===== src/rtl/mgt_01_i_wb_arbiter_pkg.sv =====
// -----------------------------------------------------------------------------
// mgt_01_pkg
// Shared types for the integer write-back path: register names, the data bus
// type and the default number of write-back requesters (ALU, LSU, MUL/DIV).
// -----------------------------------------------------------------------------
package mgt_01_pkg;

  localparam int unsigned N_REQ_DEFAULT = 3;
  localparam int unsigned XLEN          = 32;

  typedef logic [XLEN-1:0] data_bus_t;

  typedef enum logic [4:0] {
    X0,  X1,  X2,  X3,  X4,  X5,  X6,  X7,
    X8,  X9,  X10, X11, X12, X13, X14, X15,
    X16, X17, X18, X19, X20, X21, X22, X23,
    X24, X25, X26, X27, X28, X29, X30, X31
  } i_register_e;

  // One-hot mask of a register, with X0 mapped to an empty mask since it never
  // holds state.
  function automatic logic [31:0] reg_mask(input i_register_e rd);
    logic [31:0] m;
    m = 32'd1 << 5'(rd);
    return m & ~32'd1;
  endfunction

endpackage


===== src/rtl/mgt_01_i_wb_arbiter_rr.sv =====
// -----------------------------------------------------------------------------
// mgt_01_rr_arbiter
// Round-robin grant logic with its priority pointer. The search starts at the
// pointer and wraps modulo N_REQ; after a grant the pointer moves just past the
// winner, otherwise it holds.
// Ports:
//   clk_i, rst_n_i : clock, asynchronous active-low reset
//   valid_i        : request vector
//   grant_o        : one-hot grant (combinational, forced low during reset)
//   idx_o          : index of the granted requester
//   gnt_any_o      : a grant is issued this cycle
// -----------------------------------------------------------------------------
module mgt_01_rr_arbiter #(
  parameter  int unsigned N_REQ = 3,
  localparam int unsigned IDX_W = (N_REQ > 1) ? $clog2(N_REQ) : 1
) (
  input  logic             clk_i,
  input  logic             rst_n_i,
  input  logic [N_REQ-1:0] valid_i,
  output logic [N_REQ-1:0] grant_o,
  output logic [IDX_W-1:0] idx_o,
  output logic             gnt_any_o
);

  localparam logic [IDX_W:0]   N_W  = (IDX_W+1)'(N_REQ);
  localparam logic [IDX_W-1:0] LAST = IDX_W'(N_REQ - 1);

  logic [IDX_W-1:0] p_q, p_d;
  logic [N_REQ-1:0] grant_s;
  logic [IDX_W-1:0] idx_s;
  logic             found_s;
  logic [IDX_W:0]   sum_s;
  logic [IDX_W-1:0] cand_s;

  // Priority search from the pointer upward with wrap-around.
  always_comb begin
    grant_s = '0;
    idx_s   = '0;
    found_s = 1'b0;
    sum_s   = '0;
    cand_s  = '0;
    for (int unsigned i = 0; i < N_REQ; i++) begin
      sum_s  = {1'b0, p_q} + (IDX_W+1)'(i);
      cand_s = (sum_s >= N_W) ? IDX_W'(sum_s - N_W) : IDX_W'(sum_s);
      if (!found_s && valid_i[cand_s]) begin
        found_s         = 1'b1;
        idx_s           = cand_s;
        grant_s[cand_s] = 1'b1;
      end else begin
        found_s = found_s;
      end
    end
  end

  // Next pointer and reset-gated outputs; the gating keeps grants low while
  // reset is asserted even though the path is combinational.
  always_comb begin
    p_d = p_q;
    if (found_s) begin
      p_d = (idx_s == LAST) ? '0 : idx_s + IDX_W'(1);
    end else begin
      p_d = p_q;
    end
    if (rst_n_i) begin
      grant_o   = grant_s;
      gnt_any_o = found_s;
    end else begin
      grant_o   = '0;
      gnt_any_o = 1'b0;
    end
    idx_o = idx_s;
  end

  // Priority pointer register.
  always_ff @(posedge clk_i or negedge rst_n_i) begin
    if (!rst_n_i) begin
      p_q <= '0;
    end else begin
      p_q <= p_d;
    end
  end

endmodule


===== src/rtl/mgt_01_i_wb_arbiter.sv =====
// -----------------------------------------------------------------------------
// mgt_01_i_wb_arbiter
// Integer write-back arbiter: picks one of N_REQ result producers per cycle
// (round-robin), registers its destination/data toward the register file and
// tracks which registers still have a write outstanding.
// Ports:
//   clk_i, rst_n_i        : clock, asynchronous active-low reset
//   req_valid_i/rd/data   : per-requester write-back request
//   req_ready_o           : per-requester grant (combinational)
//   issue_valid_i/rd_i    : instruction issue with a destination register
//   we_o/w_iaddr_o/wr_idata_o : register-file write port, one cycle after grant
//   pending_o             : bit n set while Xn has an outstanding write
// -----------------------------------------------------------------------------
module mgt_01_i_wb_arbiter
  import mgt_01_pkg::*;
#(
  parameter  int unsigned N_REQ = N_REQ_DEFAULT,
  localparam int unsigned IDX_W = (N_REQ > 1) ? $clog2(N_REQ) : 1
) (
  input  logic             clk_i,
  input  logic             rst_n_i,
  input  logic [N_REQ-1:0] req_valid_i,
  input  i_register_e      req_rd_i   [N_REQ],
  input  data_bus_t        req_data_i [N_REQ],
  output logic [N_REQ-1:0] req_ready_o,
  input  logic             issue_valid_i,
  input  i_register_e      issue_rd_i,
  output logic             we_o,
  output i_register_e      w_iaddr_o,
  output data_bus_t        wr_idata_o,
  output logic [31:0]      pending_o
);

  logic [N_REQ-1:0] grant_s;
  logic [IDX_W-1:0] idx_s;
  logic             gnt_any_s;
  logic [4:0]       sel_rd_s;
  data_bus_t        sel_data_s;
  logic [31:0]      set_mask_s, clr_mask_s;

  logic        we_q, we_d;
  i_register_e waddr_q, waddr_d;
  data_bus_t   wdata_q, wdata_d;
  logic [31:0] pending_q, pending_d;

  mgt_01_rr_arbiter #(.N_REQ(N_REQ)) u_rr (
    .clk_i     (clk_i),
    .rst_n_i   (rst_n_i),
    .valid_i   (req_valid_i),
    .grant_o   (grant_s),
    .idx_o     (idx_s),
    .gnt_any_o (gnt_any_s)
  );

  assign req_ready_o = grant_s;

  // One-hot AND-OR mux of the granted requester's rd and data.
  always_comb begin
    sel_rd_s   = 5'd0;
    sel_data_s = '0;
    for (int unsigned k = 0; k < N_REQ; k++) begin
      sel_rd_s   = sel_rd_s   | (grant_s[k] ? 5'(req_rd_i[k]) : 5'd0);
      sel_data_s = sel_data_s | (grant_s[k] ? req_data_i[k]   : '0);
    end
  end

  // Next write-port state: X0 results are accepted but never written; with no
  // grant the address and data hold so the port does not toggle needlessly.
  always_comb begin
    we_d    = 1'b0;
    waddr_d = waddr_q;
    wdata_d = wdata_q;
    if (gnt_any_s) begin
      we_d    = (sel_rd_s != 5'd0);
      waddr_d = i_register_e'(sel_rd_s);
      wdata_d = sel_data_s;
    end else begin
      we_d = 1'b0;
    end
  end

  // Pending scoreboard: clear on handshake, set on issue; set is applied last
  // so it wins when both hit one register. X0 is masked off by reg_mask.
  always_comb begin
    clr_mask_s = gnt_any_s ? reg_mask(i_register_e'(sel_rd_s)) : 32'd0;
    set_mask_s = issue_valid_i ? reg_mask(issue_rd_i) : 32'd0;
    pending_d  = (pending_q & ~clr_mask_s) | set_mask_s;
  end

  // Output and scoreboard registers.
  always_ff @(posedge clk_i or negedge rst_n_i) begin
    if (!rst_n_i) begin
      we_q      <= 1'b0;
      waddr_q   <= X0;
      wdata_q   <= '0;
      pending_q <= 32'd0;
    end else begin
      we_q      <= we_d;
      waddr_q   <= waddr_d;
      wdata_q   <= wdata_d;
      pending_q <= pending_d;
    end
  end

  assign we_o       = we_q;
  assign w_iaddr_o  = waddr_q;
  assign wr_idata_o = wdata_q;
  assign pending_o  = pending_q;

endmodule


===== config.mk =====
export PLATFORM = sky130hd
export DESIGN_NAME = mgt_01_i_wb_arbiter
export DESIGN_NICKNAME = d
export VERILOG_FILES = /design/src/rtl/mgt_01_i_wb_arbiter_pkg.sv /design/src/rtl/mgt_01_i_wb_arbiter_rr.sv /design/src/rtl/mgt_01_i_wb_arbiter.sv
export SDC_FILE = /design/constraint.sdc
export NUM_CORES = 1
export LEC_CHECK = 0
export ABC_AREA = 1
export CAP_MARGIN = 25
export CORE_MARGIN = 1
export CORE_UTILIZATION = 37
export CTS_CLUSTER_DIAMETER = 60
export CTS_CLUSTER_SIZE = 14
export DETAILED_ROUTE_END_ITERATION = 10
export PLACE_DENSITY = 0.83
export SLEW_MARGIN = 20
export SYNTH_ARGS = -nofsm -noshare
export SYNTH_HDL_FRONTEND = slang
export SYNTH_HIERARCHICAL = 1
export SYNTH_SLANG_ARGS = --single-unit

===== constraint.sdc =====
create_clock -name clk_i -period 2.7 [get_ports clk_i]
set_clock_uncertainty 0.2 [all_clocks]
set_input_delay 0.405 -clock clk_i [delete_from_list [all_inputs] [get_ports clk_i]]
set_output_delay 0.405 -clock clk_i [all_outputs]
set_load 0.01 [all_outputs]

==> impl_metrics.tcl, run 1 <==
set metrics [dict create \
    track_usage_pct 26.8 \
    fin_crit_ns 2.78 \
    drt_iter0_markers 480 \
    worst_pin_slew_ns 0.913 \
    critPathLaunchType "flip-flop" \
    die_area_um2 11200 \
    fill_cells 810 \
    synthCells 537 \
    seqCellArea_um2 1780 \
    timing.final.crit_share_pct 103 \
    clockBufferDepth 2 \
    outcome "finished, violations left" \
    setup_tns_ns -0.941 \
    grt_first_pass_wirelength_um 23300 \
    cts.sinks 71 \
    path_buf_inv 3 \
    io_pins 195 \
    arrival_ns 2.85 \
    die_h_um 106 \
    worstPathRequired_ns 2.76 \
    rrSetupSlack_ns -0.08 \
    cts_tree "done" \
    grt_pass1_vias 4762 \
    die_w_um 106 \
    clock-root-buffer "clkbuf_8" \
    rsz0062_at_grt "yes" \
    postRouteWirelength_um 16100 \
    syn_area_um2 3990 \
    ctsHtreeMaxLevel 3 \
    yosys_warnings 6 \
    grt-ovfl-total 0 \
    path_cells "ha_4 > inv_4 > nand2_2 > nand3_2 > nand2_4 > nand4_1 > a21oi_4 > buf_6 > nand2_4 > nand3_4 > buf_6 > nand3_4 > nor2_4 > nand2_1 > nand2_1 > nand2_1" \
    fmax_mhz 359 \
    hold_buffers 0 \
    whs_ns 0.103 \
    numCtsBuffers 9 \
    p_per_area_nw_per_um2 1210 \
    relSlewSlack_pct 39.2 \
    total_leakage_power_nw 3.07 \
    worstSetupPathType "flip-flop to flip-flop" \
    finalSetupViolCount 31 \
    clk_latency_ns 0.35 \
    port_buffers 193 \
    reg2reg_depth 16 \
    min_path_type "input port to async pin" \
    wl_per_cell_um 17.5 \
    drc 8 \
    cp_max_fo 7 \
    peakVddDrop_mv 0.523 \
    reg2reg_to "pending_o[22]$_DFF_PN0_" \
    slew_violations 0 \
    dp_hpwl_um 10700 \
    hold_viol_final 0 \
    drive_gt1_share_pct 22.6 \
    pre_cts_slack_ns -0.361 \
    r2r-start "u_rr/p_q[1]$_DFFE_PN0P_" \
    ant_nets 0 \
    drv_cap 0 \
    syn_nets 663 \
    final_nets 905 \
    viasPerCell 5.34 \
    crit_slowest_cell "dfrtp_2" \
    failed_checks "design-rule violations, negative setup slack" \
    cp_top_family "simple AND/OR/NAND/NOR gates" \
    core_area_um2 10400 \
    multi_input_area_um2 2300 \
    cp-end-kind "flip-flop" \
    path_common_cell "nand2_1" \
    max_stage_delay_ns 0.46 \
    path_clk_slew_ns 0.08 \
    total_power_w 0.00855 \
    std_cell_rows 37 \
    gp_congestion 0.899 \
    vias 4915 \
    grt_max_degree 72 \
    syn_to_final_growth_pct 76.5 \
    syn_avg_cell_area_um2 7.43 \
    antenna_found_initial 0 \
    antenna_cells 0 \
    firstDrtPassIters 11 \
    setup_slack_ns -0.0849 \
    place_area_um2 6290 \
    start_util_pct 38.3 \
    fin_area_um2 7050 \
]
[worst register-to-register path: stages (launching register included)]
cell and delay, ns:
dfrtp_2 0.46, ha_4 0.35, inv_4 0.06, nand2_2 0.06
nand3_2 0.08, nand2_4 0.11, nand4_1 0.21, a21oi_4 0.25
buf_6 0.17, nand2_4 0.08, nand3_4 0.12, buf_6 0.13
nand3_4 0.10, nor2_4 0.14, nand2_1 0.07, nand2_1 0.07
nand2_1 0.05
[layout by cell type, fill, tap and decap left out, types with 2 or more instances in the layout]
master,n
nand2_2,19
nand2_4,11
nor4_1,5
nor2_1,44
inv_4,5
clkdlybuf4s50_1,189
nand4_1,9
dfrtp_1,70
a21oi_2,4
buf_6,13
clkinv_2,3
clkbuf_8,9
inv_2,5
buf_12,2
inv_6,2
nor2_4,11
nand3_2,13
a21oi_1,30
o21ai_1,2
nand2_1,182
o21ai_2,2
o21ai_0,7
inv_1,11
nand3_1,19
nand3_4,8
buf_4,54
a31oi_1,33
nor2_2,5
ha_4,2
[registers in the layout, indices dropped and copies added (netlist names)]
| name | flops |
|---|---|
| wr_idata_o | 32 |
| u_rr/p_q | 2 |
| w_iaddr_o | 5 |
| pending_o | 31 |
| we_o | 1 |
[final cells by class]
type	count	share of cell area, %
multi-input combinational	414	32.7
clock inverter	6	0.870
sequential	71	25.2
inverter	24	1.63
timing repair buffer	258	35.2
tap	136	2.41
timing repair inverter	1	0.124
clock buffer	10	1.81
[power breakdown]
part / switching, W / internal (W)
combinational: 0.00306 / 0.00273
sequential: 0.000323 / 0.00158
clock: 0.000429 / 0.000424
[timing repair]
item                       in CTS  in global routing
pin swaps                      12                 24
gates cloned                    1                  1
setup buffers                   7                 16
resized for setup              39                 81
setup endpoints to repair      37                 69
[per-stage QoR]
step	cells	utilization, %
2_1_floorplan	537	-
3_3_place_gp	881	60.4
3_5_place_dp	881	60.4
4_1_cts	904	63.8
5_1_grt	920	67.7
6_report	920	67.7
[layer usage]
metal  vias up  GRT usage (%)  wire, µm
li1       2256              -         -
met1      2348           31.9      6320
met2       257           45.5      7980
met3        54           5.88      1170
met4         0           13.3       597
met5         -              0         0
[worst max-delay path by stage]
| stage | startpoint | to | slack, ns | depth (start not counted) |
|---|---|---|---|---|
| after global placement | req_valid_i[2] | pending_o[20]$_DFF_PN0_ | -0.24 | 15 |
| after global routing | u_rr/p_q[1]$_DFFE_PN0P_ | pending_o[22]$_DFF_PN0_ | -0.24 | 16 |
| after floorplan | u_rr/p_q[0]$_DFFE_PN0P_ | pending_o[15]$_DFF_PN0_ | 0.07 | 18 |
| after detailed placement | req_valid_i[2] | pending_o[8]$_DFF_PN0_ | -0.36 | 16 |
| final | u_rr/p_q[1]$_DFFE_PN0P_ | pending_o[22]$_DFF_PN0_ | -0.08 | 16 |
| after CTS | u_rr/p_q[1]$_DFFE_PN0P_ | req_ready_o[0] | -0.02 | 11 |
(Power assumes the default switching activity.)
==> run 2: changes to the inputs <==
--- a/constraint.sdc
+++ b/constraint.sdc
@@ -4,2 +4,2 @@
 set_output_delay 0.405 -clock clk_i [all_outputs]
-set_load 0.01 [all_outputs]
+set_load 0.02 [all_outputs]
==> run 2 against run 1 <==
- the flow finishes with violations (negative setup slack)
- worst setup slack got worse by 0.022 ns
- final cell count decreased by 0.11%
- critical path depth increased by 1
- total power increased by 7.8%
- flip-flop and latch count unchanged
- global-route usage increased by 0.20 points
- die area unchanged
- core utilization increased by 1.2 points
- critical endpoint is now pending_o[21]$_DFF_PN0_
- highest routed layer unchanged
==> impl_metrics.tcl, run 2 (synthesized netlist as in run 1, its figures left out) <==
set metrics [dict create \
    cp-end-kind "flip-flop" \
    grt_pass1_vias 4898 \
    met3_length_um 908 \
    hold_viol_final 0 \
    fin_util_pct 68.9 \
    io_pins 195 \
    peakVddDrop_mv 0.658 \
    grt_max_degree 72 \
    drive_gt1_share_pct 21.5 \
    fin_crit_ns 2.81 \
    drc 0 \
    track_usage_pct 27.0 \
    ant_nets 0 \
    reg2reg_depth 17 \
    layout_commonest_cell "clkdlybuf4s50_1" \
    cts_tree "done" \
    largest_reg_flops 32 \
    drv_cap 0 \
    wl_per_cell_um 16.8 \
    start_util_pct 38.3 \
    worst_pin_slew_ns 0.896 \
    cp_max_fo 5 \
    grt_first_pass_wirelength_um 23600 \
    outcome "finished, violations left" \
    met1Wirelength_um 6050 \
    rrSetupSlack_ns -0.11 \
    max_stage_delay_ns 0.38 \
    clock-root-buffer "clkbuf_8" \
    relSlewSlack_pct 40.2 \
    gp_congestion 0.927 \
    setup_slack_ns -0.107 \
    antenna_found_initial 1 \
    p_per_area_nw_per_um2 1280 \
    final_nets 903 \
    total_power_w 0.00921 \
    clk_latency_ns 0.34 \
    path_common_cell "nand3_4" \
    dp_hpwl_um 10900 \
    critPathLaunchType "flip-flop" \
    worstSetupPathType "flip-flop to flip-flop" \
    arrival_ns 2.84 \
    slew_violations 0 \
    cts.sinks 71 \
    std_cell_rows 37 \
    die_area_um2 11200 \
    crit_slowest_cell "dfrtp_1" \
    vias 4808 \
    worstPathRequired_ns 2.74 \
    pre_cts_slack_ns -0.428 \
    clockBufferDepth 2 \
    drt_iter0_markers 377 \
    die_h_um 106 \
    min_path_type "input port to async pin" \
    timing.final.crit_share_pct 104 \
    firstDrtPassIters 5 \
    failed_checks "negative setup slack" \
    total_leakage_power_nw 3.07 \
    postRouteWirelength_um 15500 \
    ctsHtreeMaxLevel 3 \
    grt-ovfl-total 0 \
    final_cell_mix "clkdlybuf4s50_1 (189), nand2_1 (185), dfrtp_1 (71)" \
    finalSetupViolCount 32 \
    core_area_um2 10400 \
    fmax_mhz 356 \
    path_clk_slew_ns 0.08 \
    rsz0062_at_grt "yes" \
    syn_to_final_growth_pct 79.8 \
    die_w_um 106 \
    port_buffers 193 \
    fill_cells 791 \
    viasPerCell 5.23 \
    numCtsBuffers 9 \
    wl_met2_um 7860 \
    hold_buffers 0 \
    path_cells "buf_4 > ha_4 > nand2_2 > nand3_4 > nand2_4 > buf_6 > nand4_1 > a21oi_4 > buf_12 > nand2_4 > nand3_4 > buf_6 > nand3_4 > nor2_4 > nand2_2 > nand2_1 > nand2_1" \
    top_layer_used "met4" \
]
## run 2: path summary, 6_finish.rpt
kind / to / from
min in group clk_i: pending_o[2]$_DFF_PN0_ / pending_o[2]$_DFF_PN0_
hold reg to reg: pending_o[2]$_DFF_PN0_ / pending_o[2]$_DFF_PN0_
setup / recovery: pending_o[21]$_DFF_PN0_ / u_rr/p_q[0]$_DFFE_PN0P_
max in group asynchronous: u_rr/p_q[1]$_DFFE_PN0P_ / rst_n_i
setup reg to reg: pending_o[21]$_DFF_PN0_ / u_rr/p_q[0]$_DFFE_PN0P_
hold / removal: wr_idata_o[28]$_DFFE_PN0P_ / rst_n_i
## run 2: per-stage QoR
stage / cell area, µm² / instances / TNS (ns) / hold slack (ns)
5_1_grt: 7180 / 919 / -5.17 / 0.178
4_1_cts: 6940 / 913 / -0.00664 / 0.140
3_3_place_gp: 6340 / 883 / -10.36 / 0.259
2_1_floorplan: 4000 / 537 / 0 / -0.0906
3_5_place_dp: 6340 / 883 / -18.19 / 0.265
6_report: 7180 / 919 / -1.41 / 0.108
## run 2: power by group
part	leakage, nW	switching [W]	internal, W	total [W]
registers	0.854	0.000315	0.00158	0.00189
clock network	0.114	0.000408	0.000617	0.00102
logic	2.10	0.00344	0.00285	0.00630
total	3.07	0.00416	0.00505	0.00921
## run 2: worst max-delay path: cells and delay by family (launching register included)
family          cells  cell delay (ns)
simple gates       11             1.04
buf+inv             4             0.58
flops               1             0.38
compound gates      1             0.32
fa+ha+maj           1             0.18
## run 2: per-layer routing
layer,vias up,global-route usage [%]
met5,-,0
met4,0,13.6
met3,52,4.82
met2,238,47.1
met1,2271,31.7
li1,2247,-
## run 2: final cells by class
| type | count | area (µm²) | area share [%] |
|---|---|---|---|
| Antenna cell | 1 | 2.50 | 0.0349 |
| Sequential cell | 71 | 1780 | 24.8 |
| Clock buffer | 11 | 131 | 1.83 |
| Multi-Input combinational cell | 413 | 2340 | 32.5 |
| Clock inverter | 5 | 106 | 1.48 |
| Timing Repair Buffer | 257 | 2530 | 35.2 |
| Tap cell | 136 | 170 | 2.37 |
| Inverter | 24 | 113 | 1.57 |
| Timing Repair inverter | 1 | 16.3 | 0.227 |
## run 2: repair_timing
item                                    CTS  global route
resized for setup                        75            49
setup buffers                            13             7
gates cloned                              1             0
pin swaps                                22            20
endpoints found under the setup margin   44            56
==> run 3: changes to the inputs <==
Settings changed: CORE_ASPECT_RATIO set to 1.1, HOLD_SLACK_MARGIN set to 0.02.
==> run 3 against run 2 <==
- the flow still finishes with violations (negative setup slack)
- non-clock buffer count down 11
- fmax decreased by 0.95%
- largest power group unchanged
- sequential share of layout area is 0.45 points higher
- core utilization decreased by 1.4 points
- global-route usage up 0.86 points
- flip-flop and latch count unchanged
- sequential power is essentially flat
==> impl_metrics.tcl, run 3 (synthesized netlist as in run 1, its figures left out) <==
set metrics [dict create \
    outcome "finished, violations left" \
    failed_checks "negative setup slack" \
    vias 4941 \
    worstPathRequired_ns 2.72 \
    arrival_ns 2.85 \
    io_pins 195 \
    clock-root-buffer "clkbuf_16" \
    dp_hpwl_um 11100 \
    firstDrtPassIters 6 \
    worstSetupPathType "flip-flop to flip-flop" \
    timing.final.crit_share_pct 105 \
    seqCellArea_um2 1780 \
    gp_congestion 0.984 \
    track_usage_pct 27.8 \
    cp-end-kind "flip-flop" \
    worst_pin_slew_ns 0.943 \
    die_h_um 111 \
    peakVddDrop_mv 0.538 \
    hold_viol_final 0 \
    relSlewSlack_pct 37.1 \
    layout_commonest_cell "nand2_1" \
    fin_area_um2 7050 \
    grt_pass1_vias 4758 \
    drc 0 \
    die_area_um2 11200 \
    viasPerCell 5.40 \
    wl_per_cell_um 18.0 \
    setup_slack_ns -0.134 \
    fill_cells 798 \
    total_power_w 0.00918 \
    cts.sinks 71 \
    cp_max_fo 8 \
    pre_cts_slack_ns -0.358 \
    slew_violations 0 \
    fin_crit_ns 2.83 \
    total_leakage_power_nw 3.07 \
    max_stage_delay_ns 0.44 \
    grt_max_degree 72 \
    std_cell_rows 39 \
    ant_nets 0 \
    path_clk_slew_ns 0.06 \
    port_buffers 193 \
    final_nets 893 \
    cts_tree "done" \
    numCtsBuffers 9 \
    rsz0062_at_grt "yes" \
    p_per_area_nw_per_um2 1300 \
    ctsHtreeMaxLevel 3 \
    critPathLaunchType "flip-flop" \
    crit_slowest_cell "dfrtp_1" \
    die_w_um 101 \
    antenna_found_initial 0 \
    postRouteWirelength_um 16500 \
    path_cells "inv_2 > ha_4 > inv_4 > nand2_4 > nand3_4 > nand2_8 > nand2_4 > nor2_4 > a21oi_1 > nor2_2 > buf_6 > nand2_2 > nand3_4 > inv_2 > nor2_4 > nand3_1 > nand2_1 > nand2_1" \
    whs_ns 0.124 \
    finalSetupViolCount 32 \
    antenna_cells 0 \
    place_area_um2 6260 \
    min_path_type "input port to async pin" \
    grt_first_pass_wirelength_um 24000 \
    fmax_mhz 353 \
    syn_to_final_growth_pct 76.6 \
    clockBufferDepth 2 \
    drv_cap 0 \
    final_cell_mix "nand2_1 (192), clkdlybuf4s50_1 (189), dfrtp_1 (71)" \
    multi_input_area_um2 2260 \
    drt_iter0_markers 547 \
    drive_gt1_share_pct 18.9 \
    clk_latency_ns 0.34 \
    core_area_um2 10400 \
    grt-ovfl-total 0 \
    start_util_pct 38.2 \
    largest_reg_flops 32 \
]
-- run 3: changes by cell type in the layout (fill, tap and decap cells not counted), moves of 5 or more --
cell       previous run  this run
nand2_2              20        11
clkbuf_16             0        10
nand3_1              19        25
buf_4                49        44
nand3_2              11         6
clkbuf_8              9         0
buf_6                13         7
nand2_1             185       192
-- run 3: path summary, 6_finish.rpt --
check                           slack [ns]  cells after the start                          to                startpoint
worst max register to register       -0.13                     18     pending_o[31]$_DFF_PN0_   u_rr/p_q[1]$_DFFE_PN0P_
worst max-delay path                 -0.13                     18     pending_o[31]$_DFF_PN0_   u_rr/p_q[1]$_DFFE_PN0P_
min in group clk_i                    0.28                      2    w_iaddr_o[4]$_DFFE_PN0P_  w_iaddr_o[4]$_DFFE_PN0P_
worst min register to register        0.28                      2    w_iaddr_o[4]$_DFFE_PN0P_  w_iaddr_o[4]$_DFFE_PN0P_
max in group asynchronous             1.54                      2  wr_idata_o[24]$_DFFE_PN0P_                   rst_n_i
worst min-delay path                  0.12                      2  wr_idata_o[21]$_DFFE_PN0P_                   rst_n_i
-- run 3: power by group --
part           internal, W  leakage [nW]  total [W]  switching, W
registers          0.00158         0.854    0.00190      0.000319
logic              0.00261          2.07    0.00599       0.00337
clock network     0.000812         0.150    0.00129      0.000478
-- run 3: metrics by stage --
step	utilization [%]	cells	TNS, ns
final	67.5	915	-2.03
after floorplan	-	537	0
after detailed placement	60.0	880	-11.05
after CTS	63.4	897	0
after global routing	67.5	915	-6.96
after global placement	60.0	880	-6.07
-- run 3: cell type report --
| type | count | area share, % |
|---|---|---|
| timing repair buffer | 246 | 34.2 |
| multi-input combinational | 414 | 32.0 |
| sequential | 71 | 25.2 |
| clock buffer | 11 | 3.30 |
| tap | 143 | 2.54 |
| inverter | 24 | 1.46 |
| clock inverter | 5 | 1.15 |
| timing repair inverter | 1 | 0.160 |
-- run 3: worst max-delay path, delay by kind of cell (launching register included) --
family | cells | cell delay, ns
and+or+nand+nor | 12 | 1.34
DFF | 1 | 0.44
buffers and inverters | 4 | 0.44
adders and majority gates | 1 | 0.19
AOI/OAI and AO/OA | 1 | 0.10
-- run 3: timing repair --
item / CTS / global route
cloned: 0 / 3
pin swaps: 7 / 27
setup buffers: 1 / 15
hold buffers: 0 / 0
setup endpoints to repair: 36 / 37
resized for setup: 25 / 72
-- run 3: per-layer routing --
metal / routed length, µm / track usage, % / vias to the layer above
met2: 8130 / 47.9 / 337
met4: 733 / 11.4 / 0
met5: 0 / 0 / -
li1: - / - / 2244
met1: 6170 / 32.1 / 2292
met3: 1440 / 7.69 / 68
